<file path="src/rtl/cu_ex_issue.sv">
// rtl/cu_ex_issue.sv - ID-to-EX issue buffer producing the EX control field
//
// Two-entry skid FIFO between ID and EX. Each entry carries the control
// bits {funct7[5], funct3, opcode[6:2]}, the PC and an illegal flag. The EX
// branch comparator flags are appended combinationally as the low two bits.
//
// Optional feature macro: CU_EX_ILLEGAL_TRAP_EN
//   defined   : unsupported encodings are stored as ADDI (NOP) with illegal=1,
//               o_illegal reports the head entry's flag
//   undefined : raw fields stored, o_illegal tied low, no detection logic
//
// Ports:
//   i_clk, i_rst_n            clock, asynchronous active-low reset
//   i_valid/o_ready           ID-side handshake, i_instr/i_pc payload
//   i_flush                   synchronous kill of all buffered entries
//   o_valid/i_ready           EX-side handshake on the head entry
//   i_br_equal, i_br_less     EX comparator flags, bits [1:0] of the field
//   o_control_signal          {f7b5, funct3, opc, br_equal, br_less}
//   o_pc, o_illegal           head entry PC and illegal flag

module cu_ex_issue #(
  parameter int PC_W  = 32,
  parameter int DEPTH = 2
) (
  input  logic            i_clk,
  input  logic            i_rst_n,
  input  logic            i_valid,
  output logic            o_ready,
  input  logic [31:0]     i_instr,
  input  logic [PC_W-1:0] i_pc,
  input  logic            i_flush,
  output logic            o_valid,
  input  logic            i_ready,
  input  logic            i_br_equal,
  input  logic            i_br_less,
  output logic [10:0]     o_control_signal,
  output logic [PC_W-1:0] o_pc,
  output logic            o_illegal
);

  typedef struct packed {
    logic            f7b5;
    logic [2:0]      funct3;
    logic [4:0]      opc;
    logic [PC_W-1:0] pc;
    logic            illegal;
  } entry_t;

  typedef enum logic [1:0] {EMPTY, ONE, FULL} state_t;

  state_t state;
  entry_t head;
  entry_t tail;
  entry_t in_entry;
  logic   push;
  logic   pop;

  // Entry built from the incoming instruction word.
  always_comb begin
    in_entry.f7b5    = i_instr[30];
    in_entry.funct3  = i_instr[14:12];
    in_entry.opc     = i_instr[6:2];
    in_entry.pc      = i_pc;
    in_entry.illegal = 1'b0;
`ifdef CU_EX_ILLEGAL_TRAP_EN
    if (i_instr[1:0] != 2'b11) begin
      in_entry.illegal = 1'b1;
    end else begin
      case (i_instr[6:2])
        5'b00000, 5'b00100, 5'b00101, 5'b01000,
        5'b01100, 5'b11000, 5'b11001, 5'b11011: in_entry.illegal = 1'b0;
        default:                                in_entry.illegal = 1'b1;
      endcase
    end
    // Replace unsupported encodings with ADDI so EX sees a harmless op.
    if (in_entry.illegal) begin
      in_entry.f7b5   = 1'b0;
      in_entry.funct3 = 3'b000;
      in_entry.opc    = 5'b00100;
    end
`endif
  end

  // Handshakes depend only on the state register, so o_ready never
  // combinationally follows i_ready.
  assign o_valid = (state != EMPTY);
  assign o_ready = (state != FULL);
  assign push    = i_valid & o_ready;
  assign pop     = o_valid & i_ready;

  // head is always the oldest entry; tail holds the second one when FULL.
  always_ff @(posedge i_clk or negedge i_rst_n) begin
    if (!i_rst_n) begin
      state <= EMPTY;
      head  <= '0;
      tail  <= '0;
    end else if (i_flush) begin
      state <= EMPTY;
    end else begin
      case (state)
        EMPTY: begin
          if (push) begin
            head  <= in_entry;
            state <= ONE;
          end
        end
        ONE: begin
          if (push && pop) begin
            head <= in_entry;
          end else if (push) begin
            tail  <= in_entry;
            state <= FULL;
          end else if (pop) begin
            state <= EMPTY;
          end
        end
        FULL: begin
          if (pop) begin
            head  <= tail;
            state <= ONE;
          end
        end
        default: state <= EMPTY;
      endcase
    end
  end

  assign o_control_signal = o_valid ?
      {head.f7b5, head.funct3, head.opc, i_br_equal, i_br_less} : 11'h000;
  assign o_pc = o_valid ? head.pc : '0;

`ifdef CU_EX_ILLEGAL_TRAP_EN
  assign o_illegal = o_valid & head.illegal;
`else
  assign o_illegal = 1'b0;
`endif

  // Instruction bits not part of the control field, and configuration-only
  // signals, are gathered here so they are visibly intentionally unused.
  logic unused_ok;
  assign unused_ok = ^{i_instr[31], i_instr[29:15], i_instr[11:7],
                       i_instr[1:0], head.illegal, (DEPTH == 2)};

endmodule

</file>
<file path="config.mk">
export PLATFORM = sky130hd
export DESIGN_NAME = cu_ex_issue
export DESIGN_NICKNAME = d
export VERILOG_FILES = /design/src/rtl/cu_ex_issue.sv
export SDC_FILE = /design/constraint.sdc
export NUM_CORES = 1
export LEC_CHECK = 0
export CORE_MARGIN = 2
export CORE_UTILIZATION = 48
export CTS_CLUSTER_SIZE = 28
export DETAILED_ROUTE_END_ITERATION = 10
export HOLD_SLACK_MARGIN = 0.06
export PLACE_DENSITY = 0.8
export SLEW_MARGIN = 20
export SYNTH_ARGS = -nofsm -noshare
export SYNTH_HDL_FRONTEND = slang
export SYNTH_SLANG_ARGS = --single-unit
</file>
<file path="constraint.sdc">
create_clock -name i_clk -period 2.2 [get_ports i_clk]
set_clock_uncertainty 0.15 [all_clocks]
set_input_delay 0.44 -clock i_clk [delete_from_list [all_inputs] [get_ports i_clk]]
set_output_delay 0.44 -clock i_clk [all_outputs]
set_load 0.02 [all_outputs]
</file>
==> results.md <==
* Final setup violation count at 0
* Number of synthesized flops with an enable pin at 0
* Ratio of cells with drive above 1 in the final layout at a little under half
* Clock Tree Buf Depth at 2
* Floorplan row count at 34
* Detailed-route vias per instance at between 5 and 6
* #FFs+latches synth at 84
* Crit path kind: reg2out
* Nature of the critical path startpoint: flip-flop
* Post-route cell area at 0.00547 sq mm
* Largest net degree at the start of global routing at between 40 and 50
* Synth Cell Area at around 0.0042 sq mm
* Max Fanout on Critical Path at 8
* Final Critical Period at between 2 and 2.5 ns
* Die Footprint at between 0.009 and 0.01 sq mm
* Worst Tran Pin Value at 0.535 ns
* Post-Route WL at about 8700 um
* H-tree depth at 3
* Clk Latency, worst-skew pair at 0.34 ns
* Leakage power at 2.49 nW
* Synth area leaders: dfrtp_1 (50%), mux2_2 (22%), mux2_4 (14%), nor2b_1 (6.4%), buf_6 (1.3%)
* Setup crit end kind: primary output
* Die width at 97.3 um
* Number of remaining DRC errors at 0
* Initial DRC Count at 46
* Post-synth top area share at between 50% and 60%
* # diodes at 0
* Seq/Total Area, Yosys at 50.3%
* Critical Path RT at roughly 1.6 ns
* Yosys warns at 0
* Root Buffer: clkbuf_8
* Vias in the first global route at 2,697
* Hpwl dp at just under 6000 um
* Cell accounting for the most synthesized area: dfrtp_1
* Most instantiated cells after synthesis: dfrtp_1 (84), mux2_2 (83), nor2b_1 (43), mux2_4 (40), buf_6 (5)
* Peak supply drop at 0.000432 V
* Final global-route overflow total at 0
* PortBufs at a little over 90
* Gate Count Post-Synth at between 200 and 300
* TritonCTS Buffers at 9
* Top-count cell post-synth: dfrtp_1
* Pwr Total at approximately 0.0044 W
* Slew Limit Fails at 0
* Fmax at about 460 MHz
* Final period util at a little over nine tenths
* Area grow syn2layout at 31.0%
* Via count at 2,560
* Gp weighted congestion at roughly 0.72
* Hold_ws at 0.356 ns
* Syn_nets at around 360
* Clock transition at path regs at 0.08 ns
* Post-synth top flop: dfrtp_1
* Mapped Avg Cell Area at 14.7 sq um
* Clock sinks at 84
* Fillers at around 700
* Final net count at between 400 and 500
* Power Dens Cells at just over 800 mW/mm^2
* Post-DP Area at ~0.0053 sq mm
* Pre-Repair DR Iteration Count at 4
* Final hold viol count at 0
* Initial Utilization at just under 50%
* DRT antenna net count at 0
* Area of the multi-input gates at 0.00193 sq mm
* Cell variety after synth at 22
* Post-synth ARST share at between 90% and 100%
* Core Footprint at between 0.008 and 0.009 sq mm
* Register Area at around 0.0021 sq mm
* Pre-CTS setup slack at -0.172 ns
* Hold Crit Class: reg2reg
* First-pass GRT wire length at 13,800 um
* Arrival time worst endpoint at approximately 1.6 ns
* Status: completed
* Max-cap violations at 0
* TritonCTS clock tree: yes
* Initial antenna violation count at 0
* Top-level I/O count at about 120
* Worst setup margin at around 0.034 ns
* Worst rel slew slack at roughly 64%
* Die height at ~97 um
* Total track usage at ~18%
* Per-cell routed wire length at 17.2 um
[report_power, final]
group	switching [W]	internal, W	total, W
Sequential	0.000184	0.00191	0.00210
Clock	0.000532	0.000670	0.00120
Combinational	0.000438	0.000695	0.00113
Total	0.00115	0.00328	0.00443
[placed cells by master, fill, tap and decap left out, drive strengths merged]
cell             n
clkinv           1
and2b            1
clkdlybuf4s15    2
nand2b           1
buf             20
nor2             4
inv              2
dlygate4sd3      1
o21a             1
nor3             1
o21ai            1
mux2           123
nand3            1
dlygate4sd2     20
clkdlybuf4s50   46
a21oi            2
mux2i            1
bufinv           2
clkbuf          37
nor2b           44
clkinvlp         1
dfrtp           84
conb             1
[path summary, 6_finish.rpt]
path                            startpoint             endpoint  slack [ns]  cells past startpoint
worst max-delay path              state[1]  o_control_signal[9]        0.03                      5
worst min-delay path              tail[35]             tail[35]        0.36                      1
worst max register to register    state[0]              head[3]        0.11                      7
min in group asynchronous          i_rst_n             head[38]        0.47                      2
worst min register to register    tail[35]             tail[35]        0.36                      1
max in group asynchronous          i_rst_n             head[31]        0.82                      3
[registers in the layout (all words and copies together) (netlist names)]
signal / cells
head: 41
state: 2
tail: 41
[area by class of cell]
type / instances / share of cell area, %
multi-input combinational: 181 / 35.3
tap: 108 / 2.47
clock buffer: 12 / 2.65
sequential: 84 / 38.4
timing repair buffer: 114 / 19.7
clock inverter: 4 / 1.33
inverter: 2 / 0.137
[layer usage]
layer	GRT usage, %	vias up	routed length, um
met5	0	-	0
met4	5.77	0	126
met3	3.17	9	280
met2	30.2	56	4280
met1	24.5	1305	4010
li1	-	1190	-
[worst max-delay path: stages, from the launching register on]
cell,delay [ns]
dfrtp_1,0.44
nor2_4,0.06
buf_12,0.14
clkbuf_16,0.16
nor2b_1,0.12
clkdlybuf4s15_1,0.32
[metrics by stage]
step	cells	util [%]	setup TNS [ns]
finish	505	63.6	0
global route	505	63.6	-0.225
CTS	501	63.6	0
detailed placement	483	61.5	-5.11
global placement	483	61.5	-3.17
floorplan	285	-	0
[timing repair]
item                       CTS  global route
buffers inserted             1             1
hold buffers                 1             0
pin swaps                    0             1
resized for setup           45            49
hold endpoints to repair    39             0
gates cloned                 0             3
setup endpoints to repair   45            33
[cell families (layout without fill, tap and decap cells)]
family,Yosys count,in the layout,synth area share [%]
simple gates,52,52,7.61
other cells,1,1,0.0898
buf+inv,20,132,3.87
mux,124,124,37.0
flops,84,84,50.3
compound gates,4,4,1.08
Power figures use the tool's default switching activity.
